$ cat config.mk
export PLATFORM = sky130hd
export DESIGN_NAME = mem_arbiter
export DESIGN_NICKNAME = d
export VERILOG_FILES = /design/src/rtl/mem_arb_pkg.sv /design/src/rtl/mem_arb_outst_cnt.sv /design/src/rtl/mem_arbiter.sv
export SDC_FILE = /design/constraint.sdc
export NUM_CORES = 1
export LEC_CHECK = 0
export CAP_MARGIN = 20
export CORE_AREA = 10 10 108 110
export DETAILED_ROUTE_END_ITERATION = 7
export DIE_AREA = 0 0 118 120
export PLACE_DENSITY = 0.73
export RECOVER_POWER = 50
export SYNTH_ARGS = -nofsm -noshare
export SYNTH_HDL_FRONTEND = slang
export SYNTH_SLANG_ARGS = --single-unit
$ cat constraint.sdc
create_clock -name i_clk -period 3.7 [get_ports i_clk]
set_input_delay 0.555 -clock i_clk [delete_from_list [all_inputs] [get_ports i_clk]]
set_output_delay 0.555 -clock i_clk [all_outputs]
set_load 0.02 [all_outputs]
$ cat src/rtl/mem_arb_pkg.sv
// Shared encodings for the two-master memory arbiter: FSM states and master identifiers.
package mem_arb_pkg;

    typedef enum logic [1:0] {
        IDLE  = 2'd0,
        GNT_I = 2'd1,
        GNT_D = 2'd2
    } arb_state_e;

    localparam logic MASTER_I = 1'b0;
    localparam logic MASTER_D = 1'b1;

endpackage

$ cat src/rtl/mem_arb_outst_cnt.sv
// Outstanding-read counter: up on accepted read, down on returned beat, never goes below zero.
module mem_arb_outst_cnt #(
    parameter int MAX_OUTST = 4,
    parameter int CNT_W     = 3
) (
    input  logic             i_clk,
    input  logic             i_rst,
    input  logic             i_inc,
    input  logic             i_dec,
    output logic [CNT_W-1:0] o_count,
    output logic             o_at_max,
    output logic             o_next_is_zero
);

    logic [CNT_W-1:0] count_q;
    logic [CNT_W-1:0] count_d;
    logic             dec_eff;

    // A return beat with nothing outstanding is a stray and must not wrap the count.
    always_comb begin
        dec_eff = i_dec & (count_q != '0);
        count_d = count_q;
        if (i_inc && !dec_eff) begin
            count_d = count_q + CNT_W'(1);
        end else if (!i_inc && dec_eff) begin
            count_d = count_q - CNT_W'(1);
        end
    end

    always_ff @(posedge i_clk) begin
        if (i_rst) begin
            count_q <= '0;
        end else begin
            count_q <= count_d;
        end
    end

    assign o_count        = count_q;
    assign o_at_max       = (count_q == CNT_W'(MAX_OUTST));
    assign o_next_is_zero = (count_d == '0);

endmodule

$ cat src/rtl/mem_arbiter.sv
// Round-robin arbiter giving the icache or dcache exclusive use of the memory port until
// the owner goes quiet and every read it issued has returned.
module mem_arbiter
    import mem_arb_pkg::*;
#(
    parameter int MAX_OUTST = 4,
    parameter int CNT_W     = 3
) (
    input  logic        i_clk,
    input  logic        i_rst,
    input  logic [31:0] i_imem_addr,
    input  logic        i_imem_ren,
    input  logic        i_imem_wen,
    input  logic [31:0] i_imem_wdata,
    output logic        o_imem_ready,
    output logic [31:0] o_imem_rdata,
    output logic        o_imem_valid,
    input  logic [31:0] i_dmem_addr,
    input  logic        i_dmem_ren,
    input  logic        i_dmem_wen,
    input  logic [31:0] i_dmem_wdata,
    output logic        o_dmem_ready,
    output logic [31:0] o_dmem_rdata,
    output logic        o_dmem_valid,
    input  logic        i_mem_ready,
    output logic [31:0] o_mem_addr,
    output logic        o_mem_ren,
    output logic        o_mem_wen,
    output logic [31:0] o_mem_wdata,
    input  logic [31:0] i_mem_rdata,
    input  logic        i_mem_valid
);

    arb_state_e       state_q;
    arb_state_e       state_d;
    logic             last_gnt_q;
    logic             last_gnt_d;

    logic             own_ren;
    logic             own_wen;
    logic [31:0]      own_addr;
    logic [31:0]      own_wdata;
    logic             own_ready;
    logic             beat_ok;
    logic             i_req;
    logic             d_req;

    logic [CNT_W-1:0] outst;
    logic             at_max;
    logic             next_is_zero;

    assign i_req = i_imem_ren | i_imem_wen;
    assign d_req = i_dmem_ren | i_dmem_wen;

    mem_arb_outst_cnt #(
        .MAX_OUTST(MAX_OUTST),
        .CNT_W    (CNT_W)
    ) u_cnt (
        .i_clk         (i_clk),
        .i_rst         (i_rst),
        .i_inc         (o_mem_ren & i_mem_ready),
        .i_dec         (i_mem_valid),
        .o_count       (outst),
        .o_at_max      (at_max),
        .o_next_is_zero(next_is_zero)
    );

    // Forward the owner's request; a simultaneous ren+wen is treated as a write.
    always_comb begin
        own_ren   = 1'b0;
        own_wen   = 1'b0;
        own_addr  = '0;
        own_wdata = '0;
        case (state_q)
            GNT_I: begin
                own_ren   = i_imem_ren;
                own_wen   = i_imem_wen;
                own_addr  = i_imem_addr;
                own_wdata = i_imem_wdata;
            end
            GNT_D: begin
                own_ren   = i_dmem_ren;
                own_wen   = i_dmem_wen;
                own_addr  = i_dmem_addr;
                own_wdata = i_dmem_wdata;
            end
            default: ;
        endcase

        own_ready   = (state_q != IDLE) & i_mem_ready & ~(own_ren & at_max);
        beat_ok     = (state_q != IDLE) & i_mem_valid & (outst != '0);

        o_mem_addr  = own_addr;
        o_mem_wdata = own_wdata;
        o_mem_wen   = own_wen;
        o_mem_ren   = own_ren & ~own_wen & ~at_max;

        o_imem_ready = (state_q == GNT_I) & own_ready;
        o_dmem_ready = (state_q == GNT_D) & own_ready;
        o_imem_valid = (state_q == GNT_I) & beat_ok;
        o_dmem_valid = (state_q == GNT_D) & beat_ok;
        o_imem_rdata = (state_q == GNT_I) ? i_mem_rdata : '0;
        o_dmem_rdata = (state_q == GNT_D) ? i_mem_rdata : '0;
    end

    // On a tie the master that did not hold the last grant wins.
    always_comb begin
        state_d    = state_q;
        last_gnt_d = last_gnt_q;
        case (state_q)
            IDLE: begin
                if (i_req && d_req) begin
                    state_d = (last_gnt_q == MASTER_I) ? GNT_D : GNT_I;
                end else if (d_req) begin
                    state_d = GNT_D;
                end else if (i_req) begin
                    state_d = GNT_I;
                end
            end
            GNT_I, GNT_D: begin
                if (!own_ren && !own_wen && next_is_zero) begin
                    state_d    = IDLE;
                    last_gnt_d = (state_q == GNT_D) ? MASTER_D : MASTER_I;
                end
            end
            default: state_d = IDLE;
        endcase
    end

    always_ff @(posedge i_clk) begin
        if (i_rst) begin
            state_q    <= IDLE;
            last_gnt_q <= MASTER_I;
        end else begin
            state_q    <= state_d;
            last_gnt_q <= last_gnt_d;
        end
    end

endmodule

# After elaboration in Yosys (flattened, before gate mapping)
# Cells that the tools add are included.
[totals]
ram_bits = 0
mem_bits_ro = 0
elab_cells = 59
register_bits = 6
n_memories = 0
latch_bits = 0
[op_classes]
n_reduce_logical = 16
n_mux = 15
bitwise_logic = 18
addsub = 2
div = 0
n_eq_ne = 5
multipliers = 0
n_shift = 0
n_lt_le_gt_ge = 0
[op_table]
columns = ["cell", "n"]
rows = [
  ["$pmux W32 S2", 2],
  ["$mux W32", 2],
  ["$and A1 B1 Y1", 13],
  ["$mux W2", 5],
  ["$mux W3", 2],
  ["$logic_and A1 B1 Y1", 5],
  ["$logic_not A1 Y1", 4],
  ["$ne A4 B4 Y1 const B", 1],
  ["$pmux W1 S2", 2],
  ["$pmux W2 S2", 1],
  ["$reduce_and A2 Y1", 2],
  ["$add A3 B1 Y3 const B", 1],
  ["$eq A3 B3 Y1 const B", 1],
  ["$logic_not A3 Y1", 1],
  ["$not A1 Y1", 3],
  ["$reduce_bool A3 Y1", 1],
  ["$sub A3 B1 Y3 const B", 1],
  ["$eq A2 B1 Y1 const B", 1],
  ["$eq A2 B2 Y1 const B", 1],
  ["$logic_not A2 Y1", 1],
  ["$ne A2 B2 Y1 const B", 1],
  ["$or A1 B1 Y1", 2],
  ["$reduce_bool A2 Y1", 1],
  ["$reduce_or A2 Y1", 1],
  ["$mux W1", 1],
]

# Longest topological paths before layout
[logic_depth]
word_depth = 14
ltp_mapped = 10

# Cells and area by module
# Synthesis repeated with hierarchy kept, for this count alone.
[unflattened]
cells_unflattened = 295
hier_area_um2 = 1998.2
[by_module_without_submodules]
columns = ["mod", "instances", "cells_each", "area_per_inst_um2"]
rows = [
  ["mem_arbiter", 1, 255, 1700.4],
  ["mem_arb_outst_cnt", 1, 40, 297.8],
]

# Worst setup path after synthesis
# Ideal clock, no wire load.
[synth_timing]
path_kind = "reg2reg"
start = "reg state_q[1]"
end = "reg state_q[0]"
required_ps = 3613
arrival_ps = 2563
path_slack_ps = 1050
stages_incl_launch_ff = 11
cell_sequence = "dfxtp_1 -> inv_1 -> ha_1 -> buf_6 -> a222oi_1 -> nand4_2 -> maj3_2 -> a22oi_2 -> a31oi_1 -> or4_1 -> o31ai_1"
[synth_via]
elab_chain_len = 14
[synth_lines]
columns = ["item", "line", "text"]
rows = [
  ["from (decl)", "mem_arbiter.sv:34", "arb_state_e state_q;"],
  ["from (signal assigned)", "mem_arbiter.sv:135", "state_q <= state_d;"],
  ["$eq A2 B2 Y1 or $eq A2 B1 Y1 (tied branches)", "mem_arbiter.sv:74, mem_arbiter.sv:110", ""],
  ["$pmux W1 S2", "mem_arbiter.sv:74", "case (state_q)"],
  ["$not A1 Y1", "mem_arbiter.sv:96", "o_mem_ren = own_ren & ~own_wen & ~at_max;"],
  ["$and A1 B1 Y1 (2 in series)", "mem_arbiter.sv:96", ""],
  ["$and A1 B1 Y1", "mem_arbiter.sv:61", ".i_inc (o_mem_ren & i_mem_ready),"],
  ["$logic_not A1 Y1", "mem_arb_outst_cnt.sv:25", "end else if (!i_inc && dec_eff) begin"],
  ["$logic_and A1 B1 Y1", "mem_arb_outst_cnt.sv:25", ""],
  ["$mux W3", "mem_arb_outst_cnt.sv:25", ""],
  ["$mux W3", "mem_arb_outst_cnt.sv:23", "if (i_inc && !dec_eff) begin"],
  ["$logic_not A3 Y1", "mem_arb_outst_cnt.sv:40", "assign o_next_is_zero = (count_d == '0);"],
  ["$logic_and A1 B1 Y1", "mem_arbiter.sv:121", "if (!own_ren && !own_wen && next_is_zero) begin"],
  ["$ne A2 B2 Y1 (no source line)", "n/a", ""],
  ["$reduce_and A2 Y1 (no source line)", "n/a", ""],
]
# Several ways; a longest one is shown, not always the timed one.
# A chain may end at the register's enable or synchronous reset.

# Final worst setup path
[layout_timing]
start = "reg state_q[1]"
end = "out o_mem_addr[25]"
[layout_via]
elab_chain_len = 2
[layout_lines]
columns = ["item", "line", "text"]
rows = [
  ["$eq A2 B2 Y1 or $eq A2 B1 Y1 (tied branches)", "mem_arbiter.sv:74", ""],
  ["$pmux W32 S2 (*)", "mem_arbiter.sv:74", ""],
  ["to (decl)", "mem_arbiter.sv:26", "output logic [31:0] o_mem_addr,"],
]
# Mark *: on every way between the ends. The rest lies on a longest branch, timed or not.

==> impl_metrics.json <==
{
  "endpoint_kind": "primary output",
  "die_area_sq_um": 14160,
  "fin_nets": 754,
  "drive_gt1_share_pct": 2.249,
  "synth_area_sq_um": 1823,
  "wirelength_um": 14470,
  "crit_chain": "inv_1 -> ha_2 -> clkbuf_2 -> a22oi_1 -> nor2_1 -> clkdlybuf4s50_1",
  "ant_nets": 0,
  "cts.path.max_buffers": 2,
  "grt_start_max_net_pins": 65,
  "hp-start": "last_gnt_q",
  "antenna_found_initial": 0,
  "synth-warning-count": 0,
  "placed_cells": 708,
  "globalRouteTotalUtil_pct": 18.47,
  "drtPass1Iterations": 4,
  "whs_ns": 0.4993,
  "maxSlewViolCount": 0,
  "setup_viol": 0,
  "ff2ff_setup_slack_ns": 0.47,
  "ys_seq_elements": 6,
  "synthAdderAreaFrac_pct": 4.736,
  "areaGrowthSynthToFinish_pct": 172.6,
  "cts_hold_buf": 0,
  "startpoint_type": "register",
  "finalHoldViolCount": 0,
  "drtIter0Drc": 221,
  "cp_data_required_time_ns": 3.14,
  "dp_hpwl_um": 12390,
  "critPathMaxStageDelay_ns": 0.68,
  "root_buffer": "clkbuf_8",
  "r2r-start": "state_q[0]",
  "p_leak_uw": 0.001942,
  "yosysTopAreaCell": "a22oi_1",
  "ys_seq_area_share_pct": 6.589,
  "wire_per_inst_um": 20.35,
  "drc_errors": 0,
  "cp_slowest_cell": "clkdlybuf4s50_1",
  "min_path_type": "register to register",
  "vias_per_cell": 4.581,
  "yosysTopAreaCellShare_pct": 26.36,
  "synthMuxAreaShare_pct": 1.098,
  "clock_latency_ns": 0.23,
  "grt_pass1_vias": 3192,
  "cts.clk_slew.worst_paths_ns": 0.04,
  "grt_overflow": 0,
  "finalCritPeriodShare_pct": 88.68,
  "h-tree-depth": 1,
  "cts_tree": "built",
  "rsz0062_at_grt": "no",
  "fin_skew_ns": 0.004922,
  "mappedNetlistNets": 473,
  "numCtsBuffers": 3,
  "start_util_pct": 19.09,
  "final-instance-count-excl-fill": 711,
  "synth_compound_area_share_pct": 33.01,
  "max_slew_margin_pct": 56.14,
  "status": "completed",
  "rows": 36,
  "tns_ns": 0,
  "synth_top_family_by_area": "simple AND/OR/NAND/NOR gates",
  "r2r-end": "state_q[0]",
  "core_sq_um": 9549,
  "postCtsSetupBuffers": 0,
  "dr_total_vias": 3257,
  "yosys.area_share.xor_xnor_pct": 1.441,
  "stdcell_area_sq_um": 4970,
  "synth_simple_gate_area_share_pct": 44.68,
  "period_needed_ns": 3.281,
  "syn_inst": 299,
  "max_freq_mhz": 304.8,
  "worst_pin_slew_ns": 0.6579,
  "routabilityCongestion": 0.8162,
  "yosys_most_used_dff": "dfxtp_1",
  "reg2regPathDepth": 9,
  "max-vdd-ir-drop_v": 0.0004005,
  "hold_end": "last_gnt_q",
  "syn_avg_cell_area_sq_um": 6.097,
  "max_cap_violations": 0,
  "synth_area_leaders": "a22oi_1 26%, and2_1 23%, nor2_1 16%",
  "grt_pass1_wl_um": 20840,
  "placed_cell_area_sq_um": 4937,
  "path_buf_inv": 3,
  "cp_top_family": "buffers and inverters",
  "crit_type": "register to primary output",
  "chipWidth_um": 118,
  "p_per_area_nw_per_um2": 495.5,
  "crit_arrival_ns": 2.73,
  "diodes": 0,
  "synthDistinctLibCells": 31,
  "cp_max_fo": 30,
  "synthArstFlopShare_pct": 0,
  "cts.sinks": 6,
  "io_buffers": 301,
  "ios": 302,
  "die_y_um": 120,
  "min_path_cells": 2,
  "synth_edf_count": 0,
  "cts.repair.resized": 0
}
==> layout make-up <==
class	count	area [sq um]
Clock buffer	3	41.29
Tap cell	133	166.4
Multi-Input combinational cell	254	1548
Fill cell	948	4579
Timing Repair Buffer	306	3060
Inverter	9	33.78
Sequential cell	6	120.1
==> metal layers <==
layer	track usage, %	wire length (um)	up-vias
li1	-	-	1602
met1	20.48	5395	1491
met2	35.02	7722	157
met3	5.345	1251	7
met4	2.087	102	0
met5	0	0	-
==> logic make-up after synthesis <==
kind of cell | count (synthesis)
multiplexers | 2
XOR/XNOR | 3
flip-flops | 6
AND/OR/NAND/NOR | 161
buffers and inverters | 39
adder cells (fa/ha/maj) | 7
AO/OA/AOI/OAI | 81
==> registers in the layout, indices dropped and copies added (netlist names) <==
register	flops
u_cnt.o_count	3
state_q	2
last_gnt_q	1
==> worst register-to-register path, cell delays in order, from the launching register on <==
cell and delay (ns):
dfxtp_1 0.31, inv_1 0.11, ha_2 0.63, a22o_1 0.32
nand4_1 0.36, maj3_2 0.45, a22oi_2 0.23, a31oi_1 0.15
or4_1 0.53, o31ai_1 0.08
==> cell usage in the layout (no fill, tap or decap), types with 2 or more instances in the layout <==
cell type and instances:
a21oi_1 2, a22o_1 3, a22oi_1 64, and2_1 66, and3_1 2, buf_4 3, clkbuf_8 3, clkdlybuf4s50_1 239
dfxtp_1 6, dlygate4sd3_1 62, ha_1 4, ha_2 2, inv_1 8, mux2i_1 2, nand2_1 4, nand2b_1 4
nand4_1 3, nor2_1 77, o21ai_0 5, o31ai_1 2, xnor2_1 3
==> worst max path at each step <==
stage | startpoint | end | slack, ns | cells past startpoint
after detailed placement | i_dmem_wen | state_q[0] | 0.51 | 8
after floorplan | state_q[1] | state_q[0] | 1.05 | 10
after global placement | i_dmem_wen | state_q[0] | 0.56 | 8
final | state_q[1] | o_mem_addr[25] | 0.42 | 6
after CTS | state_q[1] | o_mem_addr[23] | 0.52 | 6
after global routing | state_q[1] | o_mem_addr[22] | 0.21 | 6
==> per-stage QoR <==
step           power, uW  util, %  setup slack (ns)
2_1_floorplan       1418        -             1.050
3_3_place_gp        2397    51.70            0.5565
3_5_place_dp        2429    51.70            0.5133
4_1_cts             2544    52.14            0.5171
5_1_grt             2641    52.04            0.2086
6_report            2463    52.04            0.4190
==> cells in the mapped netlist, types with 4 or more instances <==
| master | instances |
|---|---|
| inv_1 | 9 |
| nand2b_1 | 4 |
| a22oi_1 | 64 |
| o21ai_0 | 5 |
| nand2_1 | 4 |
| dfxtp_1 | 6 |
| and2_1 | 66 |
| ha_1 | 6 |
| nor2_1 | 77 |
| buf_1 | 9 |
| clkbuf_1 | 20 |
==> report_power, final <==
part	switching (uW)	internal, uW
clock network	33.0	70.3
registers	31.0	91.9
logic	1260	980
total	1320	1140
Note: power is estimated with default switching activity, not from simulation.
==> variant 1: new RTL, config.mk and constraints unchanged <==
Re-encode `arb_state_e` (3 states) as one-hot, 3 bits wide.
--- a/src/rtl/mem_arb_pkg.sv
+++ b/src/rtl/mem_arb_pkg.sv
@@ -1,10 +1,10 @@
 // Shared encodings for the two-master memory arbiter: FSM states and master identifiers.
 package mem_arb_pkg;
 
-    typedef enum logic [1:0] {
-        IDLE  = 2'd0,
-        GNT_I = 2'd1,
-        GNT_D = 2'd2
+    typedef enum logic [2:0] {
+        IDLE  = 3'b001,
+        GNT_I = 3'b010,
+        GNT_D = 3'b100
     } arb_state_e;
 
     localparam logic MASTER_I = 1'b0;
Function: no difference found for any inputs over 10 cycles, from zero or initial values and one cycle with i_rst high; not proved beyond that.
==> variant 1 against the original RTL <==
Clock power increased by 4%. First-iteration DRC count up 5.0%. Final cell count is 10% lower. Routed wire length is 3.5% lower. Critical path depth fell by 1. Worst setup slack improved by 0.077 ns. Maximum frequency grew 2.4%. Combinational power shrank 47%. Synthesized area decreased by 10%. Design area shrank 3.9%. Sequential cell count is 1 higher. Non-clock buffer count grew 1. Total power decreased by 42%. Critical path type unchanged. Largest power group unchanged.
==> variant 1: results (changes against the original RTL) <==
Synth cell types 36 (+16%); Worst Setup SP state_q[0]; gp weighted congestion 0.869 (+6.5%); vias in the first global route 3035 (-4.9%); PortBufs 301 (unchanged); total global routing overflow 0 (unchanged); post-synthesis mux area share 0% (-1.1 points); Ys Warns 0 (unchanged); reg2reg start state_q[2]; post-synth net total 395 (-16%); status finished clean; Reg clk slew, reported paths 0.04 ns (about the same); critical path's largest stage delay 0.88 ns (+0.20 ns); dominant cells by area after synthesis a22o_1 34%, and3_1 24%, dfxtp_1 8.6%; Final HPWL DP 11.7 mm (-5.4%); Worst Path Max Fanout 33 (+10%); Synth Area in Adders 2.29% (-2.4 points); compound-gate portion of the synthesized area 44.7% (+12 points); diode count 0 (unchanged); gr usage total 17.7% (-0.80 points); pre-CTS WS 0.659 ns (+0.146 ns); Worst EP arrival 2.65 ns (-0.08 ns); Clock Skew 0.00285 ns (-0.00208 ns); Min-Delay Path Class flip-flop to flip-flop; fill count 923 (-2.6%); FFs w/ async S/R, synth 0% (unchanged); peak supply drop 0.324 mV (-19%); slowest CP cell clkbuf_1; largest net degree at the start of global routing 67 (+3.1%); sequential fraction of the synthesis area 8.56% (+2.0 points); number of nets in the layout 678 (-10%); WL/cell 21.8 um (+7.3%); DR iter-0 viols 232 (+5.0%); post-synthesis xor/xnor area fraction 2.06% (+0.62 points); Leakage 2.18 nW (+12%); Slew headroom 21.0% (-35 points); vias per std cell 4.73 (+3.2%); first-pass GRT wire length 20.1 mm (-3.7%); Commonest cells post-synth 64 x a22o_1, 64 x and3_1, 23 x clkbuf_1; fraction of layout cells with a size suffix above 1 3.56% (+1.3 points)
==> variant 1: changes by cell type in the layout (fill, tap and decap cells not counted), moves of 3 or more <==
cell and change:
and3_1 +62, a22o_1 +61, inv_1 -3, o21ai_0 -3
and2_1 -65, nand2b_1 -4, a22oi_1 -64, nor2_1 -64
==> variant 1: stage by stage <==
step                cells  area [um2]
finish                639        4780
global route          639        4780
CTS                   639        4800
detailed placement    635        4750
global placement      635        4750
floorplan             224        1640
==> variant 1: final cells by class <==
class | instances | area, um2 | area share [%]
repair buffers | 307 | 3050 | 63.9
well taps | 133 | 166 | 3.48
clock buffers | 4 | 45.0 | 0.943
multi-input cells | 183 | 1350 | 28.3
inverters | 5 | 18.8 | 0.393
flip-flops and latches | 7 | 140 | 2.93
==> variant 1: worst paths after layout <==
kind | slack, ns | cells past startpoint | endpoint
setup reg to reg | 0.67 | 8 | state_q[1]
hold / removal | 0.57 | 3 | last_gnt_q
setup / recovery | 0.50 | 5 | o_dmem_valid
hold reg to reg | 0.57 | 3 | last_gnt_q
==> variant 1: cell families (layout without fill, tap and decap cells) <==
kind of cell	Yosys count	after routing
compound gates	84	84
xor+xnor	3	3
fa+ha+maj	3	3
buf+inv	34	316
flops	7	7
simple gates	93	93
==> variant 1: power by group <==
group	switching, W	leakage, nW	total [W]	internal (W)
clock	0.0000327	0.0228	0.000107	0.0000745
combinational	0.000637	2.10	0.00119	0.000554
sequential	0.0000270	0.0576	0.000130	0.000103
total	0.000697	2.18	0.00143	0.000732
==> variant 1: layer usage <==
metal  track usage, %  vias to the layer above  share of wire (%)
met5                0                        -                  0
met4             1.24                        0               0.39
met3             7.50                        4                 10
met2             33.5                      141                 55
met1             18.5                     1427                 35
li1                 -                     1449                  -
==> variant 2: new RTL, config.mk and constraints unchanged <==
Made on the original files. `CNT_W` is set to 3 in 2 places; all go to 6.
--- a/src/rtl/mem_arb_outst_cnt.sv
+++ b/src/rtl/mem_arb_outst_cnt.sv
@@ -1,7 +1,7 @@
 // Outstanding-read counter: up on accepted read, down on returned beat, never goes below zero.
 module mem_arb_outst_cnt #(
     parameter int MAX_OUTST = 4,
-    parameter int CNT_W     = 3
+    parameter int CNT_W     = 6
 ) (
     input  logic             i_clk,
     input  logic             i_rst,
--- a/src/rtl/mem_arbiter.sv
+++ b/src/rtl/mem_arbiter.sv
@@ -4,7 +4,7 @@
     import mem_arb_pkg::*;
 #(
     parameter int MAX_OUTST = 4,
-    parameter int CNT_W     = 3
+    parameter int CNT_W     = 6
 ) (
     input  logic        i_clk,
     input  logic        i_rst,
Check against the original RTL: no difference found for any inputs over 10 cycles, from zero or initial values and one cycle with i_rst high; that may be too few to reach the edited logic, so the function may still have changed.
==> variant 2 against the original RTL <==
Synthesized area is 28% higher. Total power is 5.2% lower. Clock power is 17% higher. Non-clock buffer count stayed put. Worst setup slack better by 0.036 ns. First-iteration DRC count is 11% higher. Routed wire length is 12% higher. Die area stayed put. Design area is 9.9% higher. Sequential cell count is 3 higher.
==> variant 2: results (changes against the original RTL) <==
fraction of layout cells with a size suffix above 1 3.45% (+1.2 points); met1 WL 6.26 mm (+16%); WL/cell 21.8 um (+6.9%); post-synth net total 506 (+7.0%); vias in the first global route 3457 (+8.3%); Commonest cells post-synth 66 x nor2b_1, 65 x and2_1, 64 x a22oi_1; post-synthesis xor/xnor area fraction 1.50% (+0.054 points); peak supply drop 0.311 mV (-22%); compound-gate portion of the synthesized area 28.3% (-4.8 points); Worst EP arrival 2.69 ns (-0.04 ns); first-pass GRT wire length 23.5 mm (+13%); Placed Cells 737 (+4.1%); Post-Route WL 16.2 mm (+12%); Leakage 2.05 nW (+5.4%); Final HPWL DP 13.6 mm (+10%); R2R setup slack 0.51 ns (+0.04 ns); met3 Usage GRT 7.78% (+2.4 points); met3 wire len 1.40 mm (+12%); Clock Skew 0.00120 ns (-0.00372 ns); Slew headroom 57.5% (+1.4 points); post-synthesis mux area share 2.67% (+1.6 points); gp weighted congestion 0.893 (+9.4%); number of nets in the layout 783 (+3.8%); dominant cells by area after synthesis a22oi_1 21%, nor2b_1 18%, and2_1 17%; gr usage total 20.8% (+2.3 points); sequential fraction of the synthesis area 7.69% (+1.1 points); Worst R2R Path Depth 10 (+1); antenna violations before repair 2 (+2); HP Start state_q[1]; DR WL met2 8.40 mm (+8.8%); DR iter-0 viols 246 (+11%); fill count 918 (-3.2%); Hold EP state_q[1]; vias post-DR 3518 (+8.0%); status finished clean; Synth Area in Adders 3.63% (-1.1 points); Worst Path Max Fanout 42 (+40%); Worst Setup SP state_q[0]
-- variant 2: cell count changes after synthesis, sizes merged, moves of 3 or more --
cell / change
clkbuf: +8
nor2: -69
or3b: +3
inv: -4
nor2b: +66
mux2i: +3
dfxtp: +3
nand2: +3
a21oi: +3
buf: -4
nor3b: +3
nor4: +3
and4b: +3
-- variant 2: through the flow --
| stage | power, W | hold WS, ns | cell area [um2] | setup slack (ns) |
|---|---|---|---|---|
| 2_1_floorplan | 0.00142 | 0.466 | 2340 | 1.35 |
| 3_3_place_gp | 0.00224 | 0.488 | 5420 | 0.800 |
| 3_5_place_dp | 0.00227 | 0.492 | 5420 | 0.718 |
| 4_1_cts | 0.00240 | 0.500 | 5470 | 0.585 |
| 5_1_grt | 0.00249 | 0.518 | 5460 | 0.239 |
| 6_report | 0.00233 | 0.494 | 5460 | 0.455 |
-- variant 2: worst max path at each step --
stage                    to  depth (start not counted)
6_report          o_mem_ren                          7
5_1_grt          state_q[0]                         10
4_1_cts        o_imem_ready                          7
3_5_place_dp     state_q[0]                          8
3_3_place_gp     state_q[0]                          8
2_1_floorplan    state_q[0]                         11
-- variant 2: cell type report --
class / count / area (um2) / share of cell area [%]
Clock buffer: 4 / 45.0 / 0.824
Tap cell: 133 / 166 / 3.05
Multi-Input combinational cell: 284 / 2000 / 36.6
Antenna cell: 2 / 5.00 / 0.0916
Timing Repair Buffer: 306 / 3050 / 55.8
Inverter: 5 / 18.8 / 0.343
Sequential cell: 9 / 180 / 3.30
-- variant 2: report_power, final --
part           leakage (nW)  switching [W]  internal [W]  total (W)
combinational          1.95        0.00106      0.000989    0.00205
clock                0.0228      0.0000453     0.0000756   0.000121
sequential           0.0738      0.0000417      0.000124   0.000166
